File: src/rtl/sc_fifo.sv
// Single-clock FIFO with a power-of-two depth, an unreset storage array and a registered read port.
// Optional occupancy count and sticky overflow/underflow flags are enabled by defining FIFO_SC_STATUS_EN.
module sc_fifo #(
  parameter int ADDR_WIDTH = 8,
  parameter int DATA_WIDTH = 8
) (
  input  logic                  clk,
  input  logic                  rst,
  input  logic                  write,
  input  logic [DATA_WIDTH-1:0] data_in,
  input  logic                  read,
  output logic [DATA_WIDTH-1:0] data_out,
  output logic                  valid,
  output logic                  empty,
  output logic                  full
`ifdef FIFO_SC_STATUS_EN
  ,
  output logic [ADDR_WIDTH:0]   count,
  output logic                  ovfl,
  output logic                  udfl
`endif
);

  localparam int DEPTH = 2 ** ADDR_WIDTH;
  localparam logic [ADDR_WIDTH:0] PTR_ONE = {{ADDR_WIDTH{1'b0}}, 1'b1};

  logic [DATA_WIDTH-1:0] mem [DEPTH];
  logic [ADDR_WIDTH:0]   wr_ptr;
  logic [ADDR_WIDTH:0]   rd_ptr;
  logic                  we;
  logic                  re;

  // Pointers carry an extra wrap bit: equal addresses mean empty when the
  // wrap bits match and full when they differ.
  assign empty = (wr_ptr == rd_ptr);
  assign full  = (wr_ptr[ADDR_WIDTH-1:0] == rd_ptr[ADDR_WIDTH-1:0]) &&
                 (wr_ptr[ADDR_WIDTH] != rd_ptr[ADDR_WIDTH]);

  assign we = write && !full;
  assign re = read && !empty;

  always_ff @(posedge clk) begin
    if (we) begin
      mem[wr_ptr[ADDR_WIDTH-1:0]] <= data_in;
    end
  end

  always_ff @(posedge clk) begin
    if (rst) begin
      wr_ptr <= '0;
      rd_ptr <= '0;
    end else begin
      if (we) wr_ptr <= wr_ptr + PTR_ONE;
      if (re) rd_ptr <= rd_ptr + PTR_ONE;
    end
  end

  // Handshake: valid is high for exactly one cycle per popped word, in the
  // cycle after the pop; data_out holds its last word while valid is low.
  always_ff @(posedge clk) begin
    if (rst) begin
      data_out <= '0;
      valid    <= 1'b0;
    end else begin
      valid <= re;
      if (re) data_out <= mem[rd_ptr[ADDR_WIDTH-1:0]];
    end
  end

`ifdef FIFO_SC_STATUS_EN
  assign count = wr_ptr - rd_ptr;

  always_ff @(posedge clk) begin
    if (rst) begin
      ovfl <= 1'b0;
      udfl <= 1'b0;
    end else begin
      if (write && full) ovfl <= 1'b1;
      if (read && empty) udfl <= 1'b1;
    end
  end
`else
  // Status outputs are not built in this configuration.
`endif

endmodule

File: config.mk
export PLATFORM = sky130hd
export DESIGN_NAME = sc_fifo
export DESIGN_NICKNAME = d
export VERILOG_FILES = /design/src/rtl/sc_fifo.sv
export SDC_FILE = /design/constraint.sdc
export NUM_CORES = 2
export LEC_CHECK = 0
export CORE_MARGIN = 8
export CORE_UTILIZATION = 25
export DETAILED_ROUTE_END_ITERATION = 10
export PLACE_DENSITY_LB_ADDON = 0.25
export SLEW_MARGIN = 20
export SYNTH_ARGS = -nofsm -noshare
export SYNTH_HDL_FRONTEND = slang
export SYNTH_SLANG_ARGS = --single-unit
File: constraint.sdc
create_clock -name clk -period 2.6 [get_ports clk]
set_clock_uncertainty 0.05 [all_clocks]
set_input_delay 0.65 -clock clk [delete_from_list [all_inputs] [get_ports clk]]
set_output_delay 0.65 -clock clk [all_outputs]
set_load 0.02 [all_outputs]
==> summary.md <==
| Metric | Value |
|---|---|
| Result of the run | finished, violations left |
| Failing checks | negative setup slack |
| Number of synthesized flops with an enable pin | 2048 |
| Power Density | 754 nW/µm² |
| Syn Area/Cell | 20.8 µm² |
| Kind of start point of the critical path | flop |
| Commonest register cell after synthesis | edfxtp_1 |
| Longest individual stage delay on the worst path | 0.39 ns |
| Critical path data required time | 1.90 ns |
| Worst-Margin Slew | 0.921 ns |
| Clk sinks | 2075 |
| Final setup violating endpoints | 1471 |
| Routability-driven placement congestion ratio | 0.808 |
| Class of the most critical setup path | reg -> out |
| Combined flip-flop and latch cell area | 62100 µm² |
| Post-cts hold buffer count | 0 |
| Most frequent cells in the layout | edfxtp_1, buf_4, mux4_2, clkbuf_16, buf_12 |
| Final WL | 256 mm |
| Fraction of the cycle the final worst path needs | 1.26 |
| Cell taking the most area after synthesis | edfxtp_1 |
| Worst max-slew margin expressed relative to the limit | 0.384 |
| Area share of the leading cell type in the synthesized netlist | 0.761 |
| Multi-input gate area in the final layout | 18500 µm² |
| Total buffers and inverters traversed by the critical path | 4 |
| Largest net degree at the start of global routing | 114 |
| Leakage power | 32.9 nW |
| Final number of max-transition violations | 0 |
| Overall Global Routing Usage | 0.145 |
| Height of the die | 585 µm |
| Min Hold Slack | 0.0743 ns |
| Remaining Overflow, GRT | 0 |
| Hold crit path type | in -> reg |
| Cell Int Power | 59.9 mW |
| Post-route DRC violation count | 0 |
| Critical Path, Cell by Cell | buf_12 > buf_12 > xor2_1 > nor4_2 > buf_4 > nand2_8 > nor2_4 > buf_12 |
| Iter 0 DRT Violations | 4401 |
| Number of fill cells in the layout | 30900 |
| Largest cells by area after synthesis | edfxtp_1, mux4_2, mux2i_1 |
| Largest delay contributor family on the critical path | buffers and inverters |
| Final ANT Viol Nets | 0 |
| Area inside the core boundary | 323000 µm² |
| Clock latency at the later pin of the worst-skew pair | 0.88 ns |
| Master of the slowest instance on the critical path | dfxtp_4 |
| Relative contribution of the clock network to total power | 0.399 |
| Reg power frac | 0.472 |
| Buffers on Ports | 22 |
| Register area share after synthesis | 0.767 |
| Non-filler instance count after layout | 9371 |
| H-Tree Level Count | 4 |
| CP dominant cell by count | buf_12 |
| Site Rows | 209 |
| Biggest fanout along the worst timing path | 3 |
| Time the final worst path needs with I/O delays and setup | 3.28 ns |
| Detailed Routing Iterations Pass 1 | 5 |
| Area of the mapped netlist | 80800 µm² |
| Cell variety after synth | 63 |
| Synth async-reset ratio | 0 |
| Vias | 43000 |
| Number of global-route vias before repair | 43700 |
| Overall power consumption | 78.2 mW |
| Effective utilization at floorplan | 0.250 |
| CTS tree | yes |
| Total Die Area | 342000 µm² |
| Fraction of final layout cells with drive strength greater than 1 | 0.398 |
| Die X | 585 µm |
| Number of cells after detailed placement | 8886 |
| Max IR drop VDD | 0.000551 V |
| Half-perimeter wire length of the detailed placement result | 169 mm |
| Longest Clk Path Bufs | 4 |
| Global-route wire length before repair | 355 mm |
| Setup repair after global routing missed its margin | true |
| Clock tree root buffer cell | clkbuf_16 |
| Clock transition at path regs | 0.07 ns |
| Max-cap violation count | 0 |
| Post-Synthesis Net Count | 3906 |
| I/O pin count | 23 |
| Hold violation total from the final report | 0 |
| Antenna violations before repair | 16 |
| Number of synthesized register bits | 2075 |
| Total number of nets in the final design | 4874 |
| Final WS setup | -0.681 ns |
| NetSw | 18.4 mW |
| Synth-to-Final Area Change | 28.3% |
| Avg WL per Cell | 27.4 µm |
| Comb pwr share | 0.129 |
| Data arrival at the endpoint of the critical path | 2.58 ns |
| Warnings, synthesis | 0 |
| Most common library cell in the layout ignoring fill and taps | edfxtp_1 |
| Endpoint class of the critical path | output port |
| Accumulated negative setup slack | -55.40 ns |
| Via/cell ratio | 4.59 |
| Instance count of the mapped netlist | 3889 |
| Number of clock buffers inserted by TritonCTS | 225 |
| Switching power share of the total | 0.235 |
| Max frequency | 0.305 GHz |
==> what timing repair did <==
item	in CTS	in global routing
setup buffers	21	48
endpoints found under the setup margin	2082	2046
pin swaps	5	23
cloned	1	6
resized for setup	98	190
==> cells by family after synthesis <==
group,synth area share
muxes,0.151
and+or+nand+nor,0.0271
buffers and inverters,0.0190
DFF,0.767
xor gates and xnor gates,0.00271
AOI/OAI and AO/OA,0.0324
adders and majority gates,0.000774
==> power by group through the flow <==
stage	registers [mW]	clock network (mW)	logic [mW]
final	36.9	31.2	10.1
after global routing	36.9	33.1	10.7
after CTS	36.9	32.0	9.45
after detailed placement	37.6	0	9.13
after global placement	37.6	0	9.14
after floorplan	37.6	0	5.28
==> cells in the mapped netlist (6+ instances only) <==
cell type	instances
edfxtp_1	2048
mux4_2	453
nor2_1	312
mux2i_1	189
buf_2	78
clkbuf_1	77
nand2_1	77
a21oi_1	76
a22oi_1	69
nand3_1	42
o21ai_0	42
buf_4	35
buf_6	35
a221oi_1	31
o221ai_1	28
dfxtp_1	27
a211oi_1	25
o22ai_1	24
nor2b_1	21
a22o_1	15
xor2_1	15
nor3_1	13
a31oi_1	10
xnor2_1	10
a2111oi_0	9
nor4_1	9
and2_1	8
nand2b_1	8
buf_8	7
inv_1	7
mux2_2	7
a41oi_1	6
buf_1	6
==> sequential cells by signal, indices dropped and copies added (netlist names) <==
name / count
data_out: 8
wr_ptr: 9
rd_ptr: 9
mem: 2048
valid: 1
==> metrics by stage <==
step / setup slack (ns) / util / instance area [µm²]
finish: -0.681 / 0.321 / 104000
floorplan: -0.119 / - / 81100
global route: -0.755 / 0.321 / 104000
CTS: -0.765 / 0.317 / 102000
detailed placement: -0.899 / 0.293 / 94700
global placement: -0.969 / 0.293 / 94700
==> path summary, 6_finish.rpt <==
path               from     endpoint  slack (ns)  cells after the start
max           rd_ptr[1]         full       -0.68                      8
min          data_in[4]  mem[107][4]        0.07                      1
max reg2reg   rd_ptr[0]  data_out[0]       -0.58                     11
min reg2reg   wr_ptr[8]    wr_ptr[8]        0.54                      2
==> routing by layer <==
metal / share of wire / global-route usage / up-vias
met4: 0.025 / 0.0366 / 4
met1: 0.44 / 0.203 / 23200
met2: 0.48 / 0.235 / 1267
met3: 0.056 / 0.0234 / 324
li1: - / - / 18200
met5: 0.00011 / 0 / -
==> area by class of cell <==
class                   count  share of cell area
flip-flops and latches   2075               0.599
multi-input cells        1565               0.178
repair buffers            981               0.102
clock buffers             279              0.0567
well taps                4325              0.0522
clock inverters           130              0.0117
inverters                   9            0.000362
diodes                      7            0.000169
No activity file was read; power rests on OpenSTA's default activity.
